File: src/rtl/sap_core_param.sv
// Parametrised accumulator processor core: FETCH/DECODE/EXEC micro-steps gated by i_step,
// conditional branches on carry/zero, and a HALT state left only through reset.
module sap_core_param #(
   parameter int DATA_W = 4,
   parameter int ADDR_W = 4,
   parameter int OPC_W  = 4
) (
   input  logic                      i_clk,
   input  logic                      i_reset,
   input  logic                      i_step,
   input  logic [DATA_W-1:0]         i_data_in,
   input  logic [OPC_W+DATA_W-1:0]   i_rom_data,
   output logic [ADDR_W-1:0]         o_pc,
   output logic [DATA_W-1:0]         o_acc_a,
   output logic [DATA_W-1:0]         o_acc_b,
   output logic [DATA_W-1:0]         o_bus,
   output logic [DATA_W-1:0]         o_out,
   output logic                      o_carry,
   output logic                      o_zero,
   output logic                      o_halted,
   output logic [1:0]                o_state
);

   localparam int IR_W = OPC_W + DATA_W;

   typedef enum logic [1:0] {
      FETCH  = 2'd0,
      DECODE = 2'd1,
      EXEC   = 2'd2,
      HALT   = 2'd3
   } state_t;

   localparam logic [OPC_W-1:0] OP_LDA  = OPC_W'(1);
   localparam logic [OPC_W-1:0] OP_LDB  = OPC_W'(2);
   localparam logic [OPC_W-1:0] OP_ADD  = OPC_W'(3);
   localparam logic [OPC_W-1:0] OP_SUB  = OPC_W'(4);
   localparam logic [OPC_W-1:0] OP_IN   = OPC_W'(5);
   localparam logic [OPC_W-1:0] OP_OUT  = OPC_W'(6);
   localparam logic [OPC_W-1:0] OP_JMP  = OPC_W'(7);
   localparam logic [OPC_W-1:0] OP_JC   = OPC_W'(8);
   localparam logic [OPC_W-1:0] OP_JZ   = OPC_W'(9);
   localparam logic [OPC_W-1:0] OP_MOVB = OPC_W'(10);
   localparam logic [OPC_W-1:0] OP_HLT  = '1;

   state_t              state_q, state_d;
   logic [ADDR_W-1:0]   pc_q, pc_d;
   logic [DATA_W-1:0]   a_q, a_d, b_q, b_d, out_q, out_d;
   logic [IR_W-1:0]     ir_q, ir_d;
   logic                c_q, c_d, z_q, z_d;
   logic [DATA_W-1:0]   bus;

   logic [OPC_W-1:0]    opc;
   logic [DATA_W-1:0]   imm;
   logic [ADDR_W-1:0]   target;
   logic [DATA_W:0]     add_res;

   assign opc     = ir_q[IR_W-1:DATA_W];
   assign imm     = ir_q[DATA_W-1:0];
   assign target  = imm[ADDR_W-1:0];
   assign add_res = {1'b0, a_q} + {1'b0, b_q};

   // NOTE: state is written with non-blocking assignments only; all next values come from the comb blocks.
   always_ff @(posedge i_clk) begin
      if (i_reset) begin
         state_q <= FETCH;
         pc_q    <= '0;
         a_q     <= '0;
         b_q     <= '0;
         ir_q    <= '0;
         out_q   <= '0;
         c_q     <= 1'b0;
         z_q     <= 1'b0;
      end else if (i_step) begin
         state_q <= state_d;
         pc_q    <= pc_d;
         a_q     <= a_d;
         b_q     <= b_d;
         ir_q    <= ir_d;
         out_q   <= out_d;
         c_q     <= c_d;
         z_q     <= z_d;
      end
   end

   always_comb begin
      state_d = state_q;
      case (state_q)
         FETCH:   state_d = DECODE;
         DECODE:  state_d = EXEC;
         EXEC:    state_d = (opc == OP_HLT) ? HALT : FETCH;
         default: state_d = HALT;
      endcase
   end

   // Datapath: bus carries the operand except in EXEC, where it carries the written value.
   always_comb begin
      logic [DATA_W-1:0] tgt_ext;
      tgt_ext = '0;
      tgt_ext[ADDR_W-1:0] = target;
      pc_d  = pc_q;
      a_d   = a_q;
      b_d   = b_q;
      ir_d  = ir_q;
      out_d = out_q;
      c_d   = c_q;
      z_d   = z_q;
      bus   = imm;
      if (state_q == FETCH) begin
         ir_d = i_rom_data;
         pc_d = pc_q + ADDR_W'(1);
      end else if (state_q == EXEC) begin
         case (opc)
            OP_LDA: begin
               a_d = imm;
               z_d = (a_d == '0);
               bus = a_d;
            end
            OP_LDB: begin
               b_d = imm;
               bus = b_d;
            end
            OP_ADD: begin
               {c_d, a_d} = add_res;
               z_d = (a_d == '0);
               bus = a_d;
            end
            OP_SUB: begin
               a_d = a_q - b_q;
               c_d = (a_q >= b_q);
               z_d = (a_d == '0);
               bus = a_d;
            end
            OP_IN: begin
               a_d = i_data_in;
               z_d = (a_d == '0);
               bus = a_d;
            end
            OP_OUT: begin
               out_d = a_q;
               bus   = a_q;
            end
            OP_JMP: begin
               pc_d = target;
               bus  = tgt_ext;
            end
            OP_JC: begin
               if (c_q) pc_d = target;
               bus = tgt_ext;
            end
            OP_JZ: begin
               if (z_q) pc_d = target;
               bus = tgt_ext;
            end
            OP_MOVB: begin
               b_d = a_q;
               bus = a_q;
            end
            default: ;
         endcase
      end
   end

   assign o_pc     = pc_q;
   assign o_acc_a  = a_q;
   assign o_acc_b  = b_q;
   assign o_bus    = bus;
   assign o_out    = out_q;
   assign o_carry  = c_q;
   assign o_zero   = z_q;
   assign o_halted = (state_q == HALT);
   assign o_state  = state_q;

endmodule

File: config.mk
export PLATFORM = sky130hd
export DESIGN_NAME = sap_core_param
export DESIGN_NICKNAME = d
export VERILOG_FILES = /design/src/rtl/sap_core_param.sv
export SDC_FILE = /design/constraint.sdc
export NUM_CORES = 1
export LEC_CHECK = 0
export ABC_AREA = 1
export BUFFER_PORTS_ARGS = -buffer_cell sky130_fd_sc_hd__clkbuf_2
export CORE_MARGIN = 4
export CORE_UTILIZATION = 26
export CTS_BUF_LIST = sky130_fd_sc_hd__clkbuf_4
export CTS_CLUSTER_SIZE = 14
export DETAILED_ROUTE_END_ITERATION = 12
export PLACE_DENSITY = 0.51
export SLEW_MARGIN = 20
export SYNTH_ARGS = -nofsm -noshare
export SYNTH_HDL_FRONTEND = slang
export SYNTH_SLANG_ARGS = --single-unit
File: constraint.sdc
create_clock -name i_clk -period 4.2 [get_ports i_clk]
set_input_delay 0.42 -clock i_clk [delete_from_list [all_inputs] [get_ports i_clk]]
set_output_delay 0.42 -clock i_clk [all_outputs]
set_load 0.005 [all_outputs]
==> results of run 1 <==
## cells by family (layout without fill, tap and decap cells)
logic type	Yosys count	after routing
AOI/OAI and AO/OA	77	77
xor gates and xnor gates	3	3
adders and majority gates	11	11
buffers and inverters	48	87
DFF	28	28
and+or+nand+nor	100	100
## final timing paths
kind	startpoint	to	slack, ns	depth (start not counted)
max reg2reg	o_acc_a[0]	o_acc_a[2]	2.30	7
max	o_acc_a[0]	o_bus[2]	1.48	8
min reg2reg	o_pc[2]	o_pc[2]	0.52	2
min	i_step	o_state[1]	0.28	3
## area by class of cell
class                           instances  area [sq um]
Clock buffer                            3          22.5
Clock inverter                          1          30.0
Multi-Input combinational cell        191          1110
Sequential cell                        28           561
Inverter                               44           168
Timing Repair Buffer                   39           195
Fill cell                             760          4660
Tap cell                               96           120
## state kept, by name, indices dropped and copies added (netlist names)
signal   count
o_pc         4
o_out        4
o_zero       1
o_carry      1
o_state      2
o_acc_a      4
o_acc_b      4
ir_q         8
## synth_stat cells, drive strengths merged
cell type	count	area, sq um
inv	43	164
nand2	42	203
a21oi	37	185
nor2	31	153
o21ai	29	145
dfxtp	28	561
nand3	19	113
ha	9	113
nand4	4	25.0
nor3	4	20.0
o211ai	4	30.0
a22oi	3	22.5
buf	2	12.5
clkbuf	2	7.51
fa	2	40.0
xor2	2	17.5
a31oi	1	6.26
clkinv	1	3.75
o21bai	1	18.8
o22ai	1	6.26
o311ai	1	8.76
xnor2	1	8.76
## metal layers
metal,track usage,up-vias
li1,-,965
met1,0.176,841
met2,0.225,50
met3,0.0252,0
met4,0.0110,0
met5,0,-
## tightest hold or removal path, delay by kind of cell
kind,cells,cell delay (ns)
buffers and inverters,1,0.09
and+or+nand+nor,1,0.05
AOI/OAI and AO/OA,1,0.05
## power by group
group / leakage, nW / internal, mW / total [mW] / switching, mW
Combinational: 0.818 / 0.0391 / 0.113 / 0.0742
Clock: 0.0279 / 0.0965 / 0.191 / 0.0940
Sequential: 0.229 / 0.279 / 0.293 / 0.0140
Total: 1.07 / 0.414 / 0.596 / 0.182
## stage by stage
step                      std cells  worst slack (ns)  instance area [sq um]  utilization
after CTS                       402              1.46                   2210        0.322
after global placement          398              1.95                   2160        0.314
after floorplan                 267              2.20                   1860            -
after global routing            402              1.27                   2210        0.322
final                           402              1.48                   2210        0.322
after detailed placement        398              1.87                   2160        0.314
==> impl_metrics.sql, run 1 <==
INSERT INTO impl_metrics (metric_group, metric, value, unit) VALUES
('layout', 'num-nets-final', '333', ''),
('yosys', 'count_of_distinct_cell_types_in_the_synthesized_netlist', '33', ''),
('clocking', 'post-cts-setup-buffers', '0', ''),
('route', 'antenna_violating_nets_post_route', '0', ''),
('layout', 'mostFrequentLayoutCells', '39 x sky130_fd_sc_hd__clkbuf_2, 38 x sky130_fd_sc_hd__inv_1, 37 x sky130_fd_sc_hd__a21oi_1', ''),
('global_route', 'number_of_global_route_vias_before_repair', '1807', ''),
('clocking', 'clk_pin_slew_worst_paths', '0.18', 'ns'),
('clocking', 'postCtsResizedCells', '0', ''),
('layout', 'syn_to_final_growth', '18.7', '%'),
('min_path', 'hold_class', 'in -> reg', ''),
('placed_design', 'port-buffer-count', '39', ''),
('sta', 'worst_skew', '0.00572', 'ns'),
('placed_design', 'hpwl', '4320', 'microns'),
('route', 'detailedRoute.firstPassIterationCount', '4', ''),
('sta', 'finalSetupViolCount', '0', ''),
('floorplan', 'core_ar', '6870', 'sq um'),
('yosys', 'synthesis.yosys.warnings', '0', ''),
('sta', 'pin_slew_with_the_least_headroom_to_its_limit', '0.499', 'ns'),
('route', 'drt_iter0_drc', '110', ''),
('sta', 'totalNegativeSetupSlack', '0', 'ns'),
('global_route', 'grtUsageTotal', '0.131', ''),
('sta', 'rsz_0062_raised_after_global_routing', 'no', ''),
('yosys', 'post_synthesis_share_of_cell_area_spent_on_and_or_nand_and_nor_gates', '0.275', ''),
('sta', 'max_slew_margin', '0.667', ''),
('yosys', 'synth_cell_area', '1860', 'sq um'),
('pwr', 'totalPowerFinal', '596', 'uW'),
('yosys', 'synth_mux_area_frac', '0', ''),
('yosys', 'number_of_synthesized_register_bits', '28', ''),
('job', 'max-cap-violations', '0', ''),
('route', 'routedWlPerCell', '13.4', 'microns'),
('critical_path', 'timing.setup.critical_path_class', 'reg -> out', ''),
('pwr', 'worst_ir_drop_vdd', '0.154', 'mV'),
('yosys', 'synth_compound_area_frac', '0.227', ''),
('sta', 'max_freq', '368', 'MHz'),
('sta', 'period_minus_slack', '2.72', 'ns'),
('global_route', 'antenna_violations_before_repair', '0', ''),
('critical_path', 'critPathSlowestCell', 'sky130_fd_sc_hd__dfxtp_1', ''),
('clocking', 'post_cts_hold_buffer_count', '0', ''),
('clocking', 'worst_skew_pair.late_latency', '0.35', 'ns'),
('critical_path', 'worst_path_cell_chain', 'inv_1 > ha_1 > fa_1 > xor2_1 > nor2_1 > nor3_1 > a22oi_1 > clkbuf_2', ''),
('yosys', 'yosysSeqAreaShare', '0.301', ''),
('clocking', 'ctsLongestPathBuffers', '2', ''),
('critical_path', 'arr_time_crit_path', '2.30', 'ns'),
('layout', 'antenna_cells_inserted', '0', ''),
('global_route', 'grt_first_pass_wirelength', '9090', 'microns'),
('sta', 'slew_viol_final', '0', ''),
('clocking', 'clock_root_buffer', 'sky130_fd_sc_hd__clkbuf_4', ''),
('pwr', 'power.leakage', '1.07', 'nW'),
('critical_path', 'critical-path-max-stage-delay', '0.43', 'ns'),
('route', 'remaining_drc_errors', '0', ''),
('critical_path', 'critical_path_required', '3.78', 'ns'),
('yosys', 'synth-adder-area-share', '0.0819', ''),
('clocking', 'clock_sink_count', '28', ''),
('floorplan', 'initial_core_util', '0.271', ''),
('placed_design', 'place_congestion', '0.866', ''),
('yosys', 'yosys.area_share.xor_xnor', '0.0141', ''),
('critical_path', 'critical_path.max_fanout', '5', ''),
('floorplan', 'io_pins', '40', ''),
('outcome', 'status', 'finished, final reports clean', ''),
('floorplan', 'die-area', '8580', 'sq um'),
('clocking', 'numCtsBuffers', '3', ''),
('layout', 'layout_cell_share_with_drive_strength_beyond_1', '0.216', ''),
('route', 'met3_wl', '209', 'microns'),
('critical_path', 'timing.critical_path.buf_inv', '2', ''),
('route', 'post_drt_via_cell_ratio', '4.62', ''),
('global_route', 'grt_overflow', '0', ''),
('layout', 'layout_commonest_cell', 'sky130_fd_sc_hd__clkbuf_2', ''),
('sta', 'final.hold.worst_slack', '0.284', 'ns'),
('route', 'routed.top_layer', 'met3', ''),
('critical_path', 'cp_top_family', 'adder cells', ''),
('global_route', 'maximum_number_of_pins_on_one_net_before_global_route_repair', '20', '');
No activity file was read; power rests on OpenSTA's default activity.
==> inputs of run 2 (changes only) <==
==> constraint.sdc (replaced) <==
create_clock -name i_clk -period 2.56 [get_ports i_clk]
set_input_delay 0.256 -clock i_clk [delete_from_list [all_inputs] [get_ports i_clk]]
set_output_delay 0.256 -clock i_clk [all_outputs]
set_load 0.005 [all_outputs]
==> run 2 against run 1 <==
Sequential cell count stayed put; sequential power is 63% higher; cell count is 0.25% higher; clock power is 63% higher; sequential share of layout area hardly changed; clock skew is 0.0081 ns higher; global-route usage is 0.24 points higher; worst setup slack worse by 1.4 ns; first-iteration DRC count is 15% higher; largest cell class unchanged; highest routed layer is now met4.
==> impl_metrics.sql, run 2 (same netlist as run 1, synthesis figures left out) <==
INSERT INTO impl_metrics (metric_group, metric, value, unit) VALUES
('placed_design', 'place_congestion', '0.854', ''),
('sta', 'final_min_period_over_clock_period', '0.954', ''),
('sta', 'timing.final.hold_violations', '0', ''),
('layout', 'largest_register_ff_count', '8', ''),
('pwr', 'worst_ir_drop_vdd', '0.222', 'mV'),
('clocking', 'tritoncts_clock_tree', 'done', ''),
('sta', 'layout_setup_ws', '0.119', 'ns'),
('critical_path', 'r2r_cells', '6', ''),
('clocking', 'numCtsBuffers', '3', ''),
('layout', 'num-nets-final', '334', ''),
('sta', 'final.hold.worst_slack', '0.128', 'ns'),
('layout', 'layout.core_utilization', '0.326', ''),
('placed_design', 'place_inst', '399', ''),
('placed_design', 'place_ws', '0.378', 'ns'),
('pwr', 'combinationalPowerShare', '0.191', ''),
('clocking', 'clock_sink_count', '28', ''),
('global_route', 'maximum_number_of_pins_on_one_net_before_global_route_repair', '20', ''),
('route', 'remaining_drc_errors', '0', ''),
('layout', 'antenna_cells_inserted', '0', ''),
('layout', 'layout_commonest_cell', 'sky130_fd_sc_hd__clkbuf_2', ''),
('sta', 'finalSetupViolCount', '0', ''),
('floorplan', 'die_boundary_height', '92.7', 'microns'),
('outcome', 'status', 'finished, final reports clean', ''),
('critical_path', 'critical_path.max_fanout', '4', ''),
('clocking', 'post_cts_hold_buffer_count', '0', ''),
('layout', 'final-instance-count-excl-fill', '403', ''),
('sta', 'worst_skew', '0.0138', 'ns'),
('pwr', 'p_int', '680', 'uW'),
('global_route', 'grtUsageTotal', '0.133', ''),
('route', 'routedWlPerCell', '13.4', 'microns'),
('clocking', 'worst_skew_pair.late_latency', '0.36', 'ns'),
('layout', 'fillerInstances', '777', ''),
('sta', 'pin_slew_with_the_least_headroom_to_its_limit', '0.490', 'ns'),
('sta', 'slew_viol_final', '0', ''),
('placed_design', 'hpwl', '4310', 'microns'),
('pwr', 'powerDensity', '436', 'nW/um^2'),
('route', 'drt_iter0_drc', '126', ''),
('route', 'post_drt_via_cell_ratio', '4.64', ''),
('sta', 'max_slew_margin', '0.673', ''),
('sta', 'max_freq', '410', 'MHz'),
('pwr', 'power.leakage', '1.08', 'nW'),
('route', 'overall_via_count_from_detail_route', '1869', ''),
('layout', 'syn_to_final_growth', '20.1', '%'),
('min_path', 'min_path_cells', '3', ''),
('clocking', 'postCtsResizedCells', '2', ''),
('global_route', 'antenna_violations_before_repair', '0', ''),
('route', 'detailedRoute.firstPassIterationCount', '4', ''),
('pwr', 'clkPwrFrac', '0.318', ''),
('floorplan', 'die-area', '8580', 'sq um'),
('route', 'route.final.wire_length', '5410', 'microns'),
('global_route', 'grt_overflow', '0', ''),
('route', 'antenna_violating_nets_post_route', '0', ''),
('job', 'max-cap-violations', '0', ''),
('critical_path', 'rrSetupSlack', '0.73', 'ns'),
('pwr', 'p_sw_frac', '0.304', ''),
('layout', 'mostFrequentLayoutCells', '39 x sky130_fd_sc_hd__clkbuf_2, 38 x sky130_fd_sc_hd__inv_1, 36 x sky130_fd_sc_hd__a21oi_1', ''),
('global_route', 'number_of_global_route_vias_before_repair', '1897', ''),
('floorplan', 'initial_core_util', '0.271', ''),
('floorplan', 'die-width', '92.7', 'microns'),
('floorplan', 'io_pins', '40', ''),
('clocking', 'ctsLongestPathBuffers', '2', ''),
('sta', 'rsz_0062_raised_after_global_routing', 'no', ''),
('pwr', 'switchingPower', '297', 'uW'),
('global_route', 'grt_first_pass_wirelength', '9290', 'microns'),
('sta', 'totalNegativeSetupSlack', '0', 'ns'),
('critical_path', 'critPathCaptureType', 'output pin', ''),
('sta', 'period_minus_slack', '2.44', 'ns'),
('floorplan', 'core_ar', '6870', 'sq um'),
('placed_design', 'port-buffer-count', '39', ''),
('critical_path', 'arr_time_crit_path', '2.19', 'ns'),
('clocking', 'post-cts-setup-buffers', '0', ''),
('min_path', 'hold_class', 'in -> reg', ''),
('clocking', 'clk_pin_slew_worst_paths', '0.18', 'ns'),
('floorplan', 'std_cell_rows', '30', ''),
('layout', 'largest_register', 'ir_q', ''),
('pwr', 'power.share.sequential', '0.490', ''),
('critical_path', 'critical_path_required', '2.30', 'ns'),
('clocking', 'clock_root_buffer', 'sky130_fd_sc_hd__clkbuf_4', ''),
('critical_path', 'timing.setup.critical_path_class', 'reg -> out', ''),
('clocking', 'cts_max_level', '1', ''),
('layout', 'layout_cell_share_with_drive_strength_beyond_1', '0.241', ''),
('critical_path', 'start_kind', 'register', '');
-- run 2: cell count changes in the layout (fill, tap and decap cells not counted), sizes merged --
cell	delta
buf	+1
-- run 2: layer usage --
metal | up-vias | wire length, microns | track usage
li1 | 966 | - | -
met1 | 844 | 2590 | 0.182
met2 | 55 | 2520 | 0.226
met3 | 4 | 284 | 0.0268
met4 | 0 | 14 | 0.0110
met5 | - | 0 | 0
-- run 2: path summary, 6_finish.rpt --
path / start / end
max reg2reg: o_acc_b[0] / o_carry
min reg2reg: o_acc_b[2] / o_acc_b[2]
max: o_acc_b[0] / o_bus[1]
min: i_step / o_state[1]
-- run 2: final cells by class --
cell class                 count  area, sq um  area share
multi-input combinational    191         1130       0.504
inverter                      44          168      0.0749
sequential                    28          567       0.253
tap                           96          120      0.0537
clock inverter                 1         30.0      0.0134
timing repair buffer          40          203      0.0906
clock buffer                   3         22.5      0.0101
-- run 2: power by group through the flow --
| stage | Clock [mW] | Combinational [mW] | Sequential [mW] |
|---|---|---|---|
| after floorplan | 0 | 0.128 | 0.486 |
| after global placement | 0 | 0.187 | 0.488 |
| after detailed placement | 0 | 0.186 | 0.489 |
| after CTS | 0.321 | 0.187 | 0.480 |
| after global routing | 0.340 | 0.214 | 0.483 |
| final | 0.311 | 0.187 | 0.479 |
-- run 2: stage by stage --
stage	power, mW	cell area [sq um]
after floorplan	0.614	1860
after global placement	0.675	2170
after detailed placement	0.675	2170
after CTS	0.987	2220
after global routing	1.04	2240
final	0.976	2240
-- run 2: critical path: stages (launching register included) --
cell and delay [ns]:
sky130_fd_sc_hd__dfxtp_1 0.43, sky130_fd_sc_hd__ha_1 0.19, sky130_fd_sc_hd__inv_1 0.05, sky130_fd_sc_hd__fa_1 0.48, sky130_fd_sc_hd__o22ai_1 0.19, sky130_fd_sc_hd__nor2_1 0.08
sky130_fd_sc_hd__a22oi_1 0.24, sky130_fd_sc_hd__clkbuf_2 0.17
